`config.mk`:
```
export PLATFORM = sky130hd
export DESIGN_NAME = mem_arbiter
export DESIGN_NICKNAME = d
export VERILOG_FILES = /design/src/rtl/mem_arbiter.sv
export SDC_FILE = /design/constraint.sdc
export NUM_CORES = 1
export LEC_CHECK = 0
export CORE_UTILIZATION = 45
export DETAILED_ROUTE_END_ITERATION = 12
export PLACE_DENSITY = 0.94
export SYNTH_ARGS = -nofsm -noshare
export SYNTH_HDL_FRONTEND = slang
export SYNTH_SLANG_ARGS = --single-unit
```
`constraint.sdc`:
```
create_clock -name clk -period 2.87 [get_ports clk]
set_clock_uncertainty 0.1 [all_clocks]
set_input_delay 0.574 -clock clk [delete_from_list [all_inputs] [get_ports clk]]
set_output_delay 0.574 -clock clk [all_outputs]
set_load 0.02 [all_outputs]
```
`src/rtl/mem_arbiter.sv`:
```
`default_nettype none
// ============================================================================
//  Module      : mem_arbiter
//  Description : Shares one fixed-latency main-memory port between the
//                instruction cache (reads only) and the data cache (refill
//                reads and dirty write-backs). Each request is latched in
//                IDLE, held on the memory port for MEM_LAT cycles in ACCESS,
//                and answered with a single-cycle ack in RESP. Ties between
//                the two caches are broken round-robin.
//  Ports       : clk, rst (async, active-low)
//                i_req/i_addr -> i_ack/i_rdata           icache side
//                d_req/d_we/d_addr/d_wdata -> d_ack/d_rdata  dcache side
//                mem_addr/mem_wd/mem_wr_en/mem_rd_en <- mem_rd  memory side
//  Revision    : 1.0  initial release
// ============================================================================
module mem_arbiter #(
    parameter int XLEN    = 32,
    parameter int MEM_LAT = 2
) (
    input  logic            clk,
    input  logic            rst,
    input  logic            i_req,
    input  logic [XLEN-1:0] i_addr,
    output logic            i_ack,
    output logic [XLEN-1:0] i_rdata,
    input  logic            d_req,
    input  logic            d_we,
    input  logic [XLEN-1:0] d_addr,
    input  logic [XLEN-1:0] d_wdata,
    output logic            d_ack,
    output logic [XLEN-1:0] d_rdata,
    output logic [XLEN-1:0] mem_addr,
    output logic [XLEN-1:0] mem_wd,
    output logic            mem_wr_en,
    output logic            mem_rd_en,
    input  logic [XLEN-1:0] mem_rd
);

    localparam int              CNT_W    = (MEM_LAT > 1) ? $clog2(MEM_LAT) : 1;
    localparam logic [CNT_W-1:0] CNT_LOAD = CNT_W'(MEM_LAT - 1);

    localparam logic [1:0] S_IDLE   = 2'd0;
    localparam logic [1:0] S_ACCESS = 2'd1;
    localparam logic [1:0] S_RESP   = 2'd2;

    localparam logic OWN_I = 1'b0;
    localparam logic OWN_D = 1'b1;

    logic [1:0]       state_q,      state_d;
    logic [CNT_W-1:0] cnt_q,        cnt_d;
    logic             last_grant_q, last_grant_d;
    logic             owner_q,      owner_d;
    logic             we_q,         we_d;
    logic [XLEN-1:0]  addr_q,       addr_d;
    logic [XLEN-1:0]  wdata_q,      wdata_d;
    logic [XLEN-1:0]  i_rdata_q,    i_rdata_d;
    logic [XLEN-1:0]  d_rdata_q,    d_rdata_d;

    // D wins when it is the only requester, or on a tie when I was served last.
    logic w_grant_is_d;
    assign w_grant_is_d = d_req && (!i_req || (last_grant_q == OWN_I));

    always_comb begin
        state_d      = state_q;
        cnt_d        = cnt_q;
        last_grant_d = last_grant_q;
        owner_d      = owner_q;
        we_d         = we_q;
        addr_d       = addr_q;
        wdata_d      = wdata_q;
        i_rdata_d    = i_rdata_q;
        d_rdata_d    = d_rdata_q;

        case (state_q)
            S_IDLE: begin
                if (i_req || d_req) begin
                    owner_d      = w_grant_is_d ? OWN_D : OWN_I;
                    last_grant_d = w_grant_is_d ? OWN_D : OWN_I;
                    addr_d       = w_grant_is_d ? d_addr : i_addr;
                    we_d         = w_grant_is_d && d_we;
                    wdata_d      = w_grant_is_d ? d_wdata : '0;
                    cnt_d        = CNT_LOAD;
                    state_d      = S_ACCESS;
                end
            end
            S_ACCESS: begin
                if (cnt_q == '0) begin
                    // Last access cycle: memory data is valid now.
                    if (!we_q) begin
                        if (owner_q == OWN_D) begin
                            d_rdata_d = mem_rd;
                        end else begin
                            i_rdata_d = mem_rd;
                        end
                    end
                    state_d = S_RESP;
                end else begin
                    cnt_d = cnt_q - CNT_W'(1);
                end
            end
            S_RESP: begin
                state_d = S_IDLE;
            end
            default: begin
                state_d = S_IDLE;
            end
        endcase
    end

    always_ff @(posedge clk or negedge rst) begin
        if (!rst) begin
            state_q      <= S_IDLE;
            cnt_q        <= '0;
            last_grant_q <= OWN_I;
            owner_q      <= OWN_I;
            we_q         <= 1'b0;
            addr_q       <= '0;
            wdata_q      <= '0;
            i_rdata_q    <= '0;
            d_rdata_q    <= '0;
        end else begin
            state_q      <= state_d;
            cnt_q        <= cnt_d;
            last_grant_q <= last_grant_d;
            owner_q      <= owner_d;
            we_q         <= we_d;
            addr_q       <= addr_d;
            wdata_q      <= wdata_d;
            i_rdata_q    <= i_rdata_d;
            d_rdata_q    <= d_rdata_d;
        end
    end

    // Memory port is decoded from state so an async reset clears it at once.
    logic w_access;
    logic w_resp;
    assign w_access = (state_q == S_ACCESS);
    assign w_resp   = (state_q == S_RESP);

    assign mem_addr  = w_access ? addr_q  : '0;
    assign mem_wd    = w_access ? wdata_q : '0;
    assign mem_wr_en = w_access && we_q;
    assign mem_rd_en = w_access && !we_q;

    assign i_ack   = w_resp && (owner_q == OWN_I);
    assign d_ack   = w_resp && (owner_q == OWN_D);
    assign i_rdata = i_rdata_q;
    assign d_rdata = d_rdata_q;

endmodule
`default_nettype wire
```
Word-level counts from Yosys, hierarchy flattened. Index checks and enable logic that the tools add are counted.

Register bits: 133. Input bits: 133. Word-level logic and storage cells: 44.

Bitwise logic cells: 3. Equality and inequality tests: 4. Reductions and logical operators: 17. Add/subtract/negate cells: 1. Muxes and demuxes: 11.

Operators with widths (number): $mux 32 (4); $reduce_and 4->1 (2); $logic_and 1x1->1 (6); $reduce_and 2->1 (3); $mux 2 (2); $ne 2x2->1 const B (2); $pmux 2 s2 (1); $mux 1 (3); $not 1->1 (3); $eq 2x1->1 const B (1); $eq 2x2->1 const B (1); $logic_not 1->1 (2); $logic_not 2->1 (1); $logic_or 1x1->1 (2); $pmux 1 s2 (1); $reduce_bool 2->1 (1); $sub 1x1->1 const B (1).

Depth between registers and ports, before layout.
Depth in word-level cells: 4. Depth in mapped cells: 6.

Worst setup path after synthesis. Ideal clock, no wire load.

Kind: register to output. Start point: reg state_q[1]. End point: out mem_addr[0]. Data arrival time: 1.317 ns. Stages on the path, launching flop included: 5. Slack: 0.879 ns. Data required time: 2.196 ns. Path buffers: 2. Cells stage by stage: dfrtp_1 > and2b_1 > buf_1 > clkbuf_1 > and2_1.

Longest elaborated chain between the ends: 2.

Ends and longest elaborated chain: start: declaration (RTL line 49) `logic [1:0] state_q, state_d;`; start signal: assignment (RTL line 122) `state_q <= state_d;`; $eq 2x1->1 (RTL line 137) `assign w_access = (state_q == S_ACCESS);`; $mux 32 (RTL line 140) `assign mem_addr = w_access ? addr_q : '0;`; end: declaration (RTL line 32) `output logic [XLEN-1:0] mem_addr,`.

No other way between the ends.

Worst setup path in the final report.
Start point: reg state_q[1]. End point: out mem_addr[27].

Same word-level chain as after synthesis.

==> impl_metrics.env <==
export IMPL_status="finished clean"
export IMPL_synth_ff_type="dfrtp_1"
export IMPL_avgRoutedWirePerCell_um=17.72
export IMPL_dp_cells=822
export IMPL_cts_root_buf="clkbuf_16"
export IMPL_globalplace_congestion=0.7412
export IMPL_p_seq_share_pct=31.0
export IMPL_h_tree_depth=4
export IMPL_drtIter0Drc=132
export IMPL_yosysUniqueCellTypes=21
export IMPL_crit_buf_inv=2
export IMPL_switching_share_pct=35.81
export IMPL_critPathLaunchType="flop"
export IMPL_period_minus_slack_ns=2.775
export IMPL_crit_type="reg -> out"
export IMPL_power_density_nw_per_um2=1197
export IMPL_rows=41
export IMPL_p_clk_share_pct=18.5
export IMPL_grt_pass1_vias=4598
export IMPL_core_um2=12570
export IMPL_ios=265
export IMPL_yosys_top_cells_count="133 x dfrtp_1, 121 x mux2_2, 65 x and2_1"
export IMPL_r2r_end="d_rdata[6]"
export IMPL_track_usage_pct=23.23
export IMPL_cp_end_kind="output pin"
export IMPL_synth_area_um2=5771
export IMPL_postCtsHoldBufs=0
export IMPL_cts_buffer_depth=2
export IMPL_maxSlewHeadroom_pct=15.62
export IMPL_synth_top_cell_by_area="dfrtp_1"
export IMPL_power_leakage_nw=3.827
export IMPL_syn_to_final_growth_pct=58.30
export IMPL_finalCoreUtilization_pct=72.68
export IMPL_grt_pass1_wl_mm=23.05
export IMPL_grt_antenna_before_repair=0
export IMPL_final_cells=854
export IMPL_combPwrFrac_pct=50.5
export IMPL_cp_cell_sequence="and2b_2, buf_6, and2_1, clkdlybuf4s50_1"
export IMPL_hpwl_mm=11.08
export IMPL_die_area_um2=13280
export IMPL_drv_slew=0
export IMPL_reg2reg_setup_slack_ns=0.40
export IMPL_drc=0
export IMPL_arrival_ns=2.10
export IMPL_cts_tree="built"
export IMPL_place_ws_ns=0.1893
export IMPL_netlist_top_cells_area="dfrtp_1 58%, mux2_2 24%, and2_1 7.0%, a22o_1 5.0%, buf_6 1.4%"
export IMPL_hold_viol_final=0
export IMPL_fp_dieW_um=115.2
export IMPL_max_cap_viol_count=0
export IMPL_drt_wl_total_mm=15.13
export IMPL_cts_buffers=17
export IMPL_vias=4268
export IMPL_synth_top_area_share_pct=57.68
export IMPL_rsz0062_at_grt="true"
export IMPL_viasPerCell=4.998
export IMPL_async_flop_share_pct=100.0
export IMPL_die_h_um=115.2
export IMPL_max_stage_delay_ns=0.61
export IMPL_worst_path_max_fanout=41
export IMPL_critPathSlowestCell="clkdlybuf4s50_1"
export IMPL_drtPass1Iterations=4
export IMPL_synth_area_per_cell_um2=14.21
export IMPL_synthCells=406
export IMPL_setup_viol=0
export IMPL_initial_core_util_pct=45.91
export IMPL_reg2regPathDepth=4
export IMPL_path_clk_slew_ns=0.06
export IMPL_yosys_warnings=0
export IMPL_p_int_mw=7.019
export IMPL_r2r_start="state_q[1]"
export IMPL_antenna_left=0
export IMPL_dpl_instance_area_um2=8563
export IMPL_power_switching_mw=3.916
export IMPL_synthesis_nets=539
export IMPL_hold_class="in -> async"
export IMPL_synth_seq_area_share_pct=57.68
export IMPL_required_ns=2.20
export IMPL_fin_nets=802
export IMPL_synth_edff_count=0
export IMPL_synth_most_common_cell="dfrtp_1"
export IMPL_clock_latency_ns=0.41
export IMPL_post_cts_buffers=0
export IMPL_max_freq_mhz=360.4
export IMPL_setup_ws_ns=0.09549
export IMPL_grt_overflow=0
export IMPL_ys_seq_elements=133
export IMPL_fin_area_um2=9135
export IMPL_layout_drive_gt1_share_pct=24.05
export IMPL_worst_pin_slew_ns=1.266
export IMPL_crit_family="buffers and inverters"
export IMPL_grt_max_degree=57
export IMPL_ir_drop_uv=880.1
export IMPL_clock_sinks=133
export IMPL_diodes=0
export IMPL_fin_crit_sh_pct=96.67
export IMPL_port_buffer_count=264
-- worst register-to-register path, delay by kind of cell (launching register included) --
kind          cells  cell delay [ns]
buf+inv           1             0.24
flops             1             0.41
mux               1             0.62
simple gates      2             0.98
-- area by class of cell --
cell class | instances | area [um^2]
Fill cell | 852 | 3433
Sequential cell | 133 | 3328
Timing Repair Buffer | 272 | 2746
Multi-Input combinational cell | 245 | 2282
Clock buffer | 22 | 464.2
Tap cell | 172 | 215.2
Clock inverter | 10 | 98.84
-- metal layers --
layer	wire length [um]	global-route usage [%]	vias to the layer above
met5	0	0	-
met4	647	14.81	0
met3	848	6.273	51
met2	8078	40.44	174
met1	5555	25.06	2084
li1	-	-	1959
-- power by group through the flow --
stage               logic, mW  clock network [mW]  registers, mW
floorplan                2.58                   0           3.83
global placement         5.37                   0           3.32
detailed placement       5.54                   0           3.39
CTS                      5.58                2.07           3.38
global route             5.83                2.14           3.50
finish                   5.52                2.03           3.39
-- sequential cells by signal, summed over array words and instances (netlist names) --
register and cells:
addr_q 32, cnt_q 1, d_rdata 32, i_rdata 32, owner_q 1, state_q 2
wdata_q 32, we_q 1
-- what timing repair did --
action,in CTS,in global routing
pin swaps,0,0
resized for setup,1,2
setup endpoints to repair,7,4
-- cell usage in the layout (no fill, tap or decap), drive strengths merged --
| cell type | n |
|---|---|
| o21ai | 1 |
| a22o | 33 |
| clkbuf | 22 |
| a21o | 1 |
| dfrtp | 133 |
| nand2 | 5 |
| and3b | 1 |
| clkinv | 2 |
| nor2 | 4 |
| clkdlybuf4s50 | 261 |
| a21boi | 1 |
| clkinvlp | 5 |
| nor3b | 1 |
| dlymetal6s2s | 2 |
| and3 | 1 |
| and2b | 1 |
| nand2b | 1 |
| nand3 | 1 |
| buf | 9 |
| inv | 2 |
| mux2 | 128 |
| and2 | 65 |
| nor4 | 1 |
| bufinv | 1 |
-- per-stage QoR --
| stage | hold WS (ns) | total power [mW] | TNS (ns) |
|---|---|---|---|
| floorplan | 0.1784 | 6.409 | 0 |
| global placement | 0.3746 | 8.687 | 0 |
| detailed placement | 0.3843 | 8.935 | 0 |
| CTS | 0.07376 | 11.03 | 0 |
| global route | 0.08577 | 11.48 | -0.005029 |
| finish | 0.05544 | 10.93 | 0 |
-- worst max path at each step --
stage | from | end | slack (ns) | depth (start not counted)
6_report | state_q[1] | mem_addr[27] | 0.1 | 4
5_1_grt | state_q[1] | mem_addr[21] | -0.003 | 4
4_1_cts | state_q[1] | mem_wd[25] | 0.06 | 4
3_5_place_dp | i_req | wdata_q[5] | 0.19 | 4
3_3_place_gp | i_req | wdata_q[5] | 0.35 | 4
2_1_floorplan | state_q[1] | mem_addr[0] | 0.88 | 4
-- logic make-up (layout without fill, tap and decap cells) --
logic type      after synthesis  count (layout)  share of synthesized area [%]
simple gates                 81              81                          8.803
buf+inv                      28             304                          2.992
flops                       133             133                          57.68
mux                         128             128                          24.98
compound gates               36              36                          5.551
(Power assumes the default switching activity.)
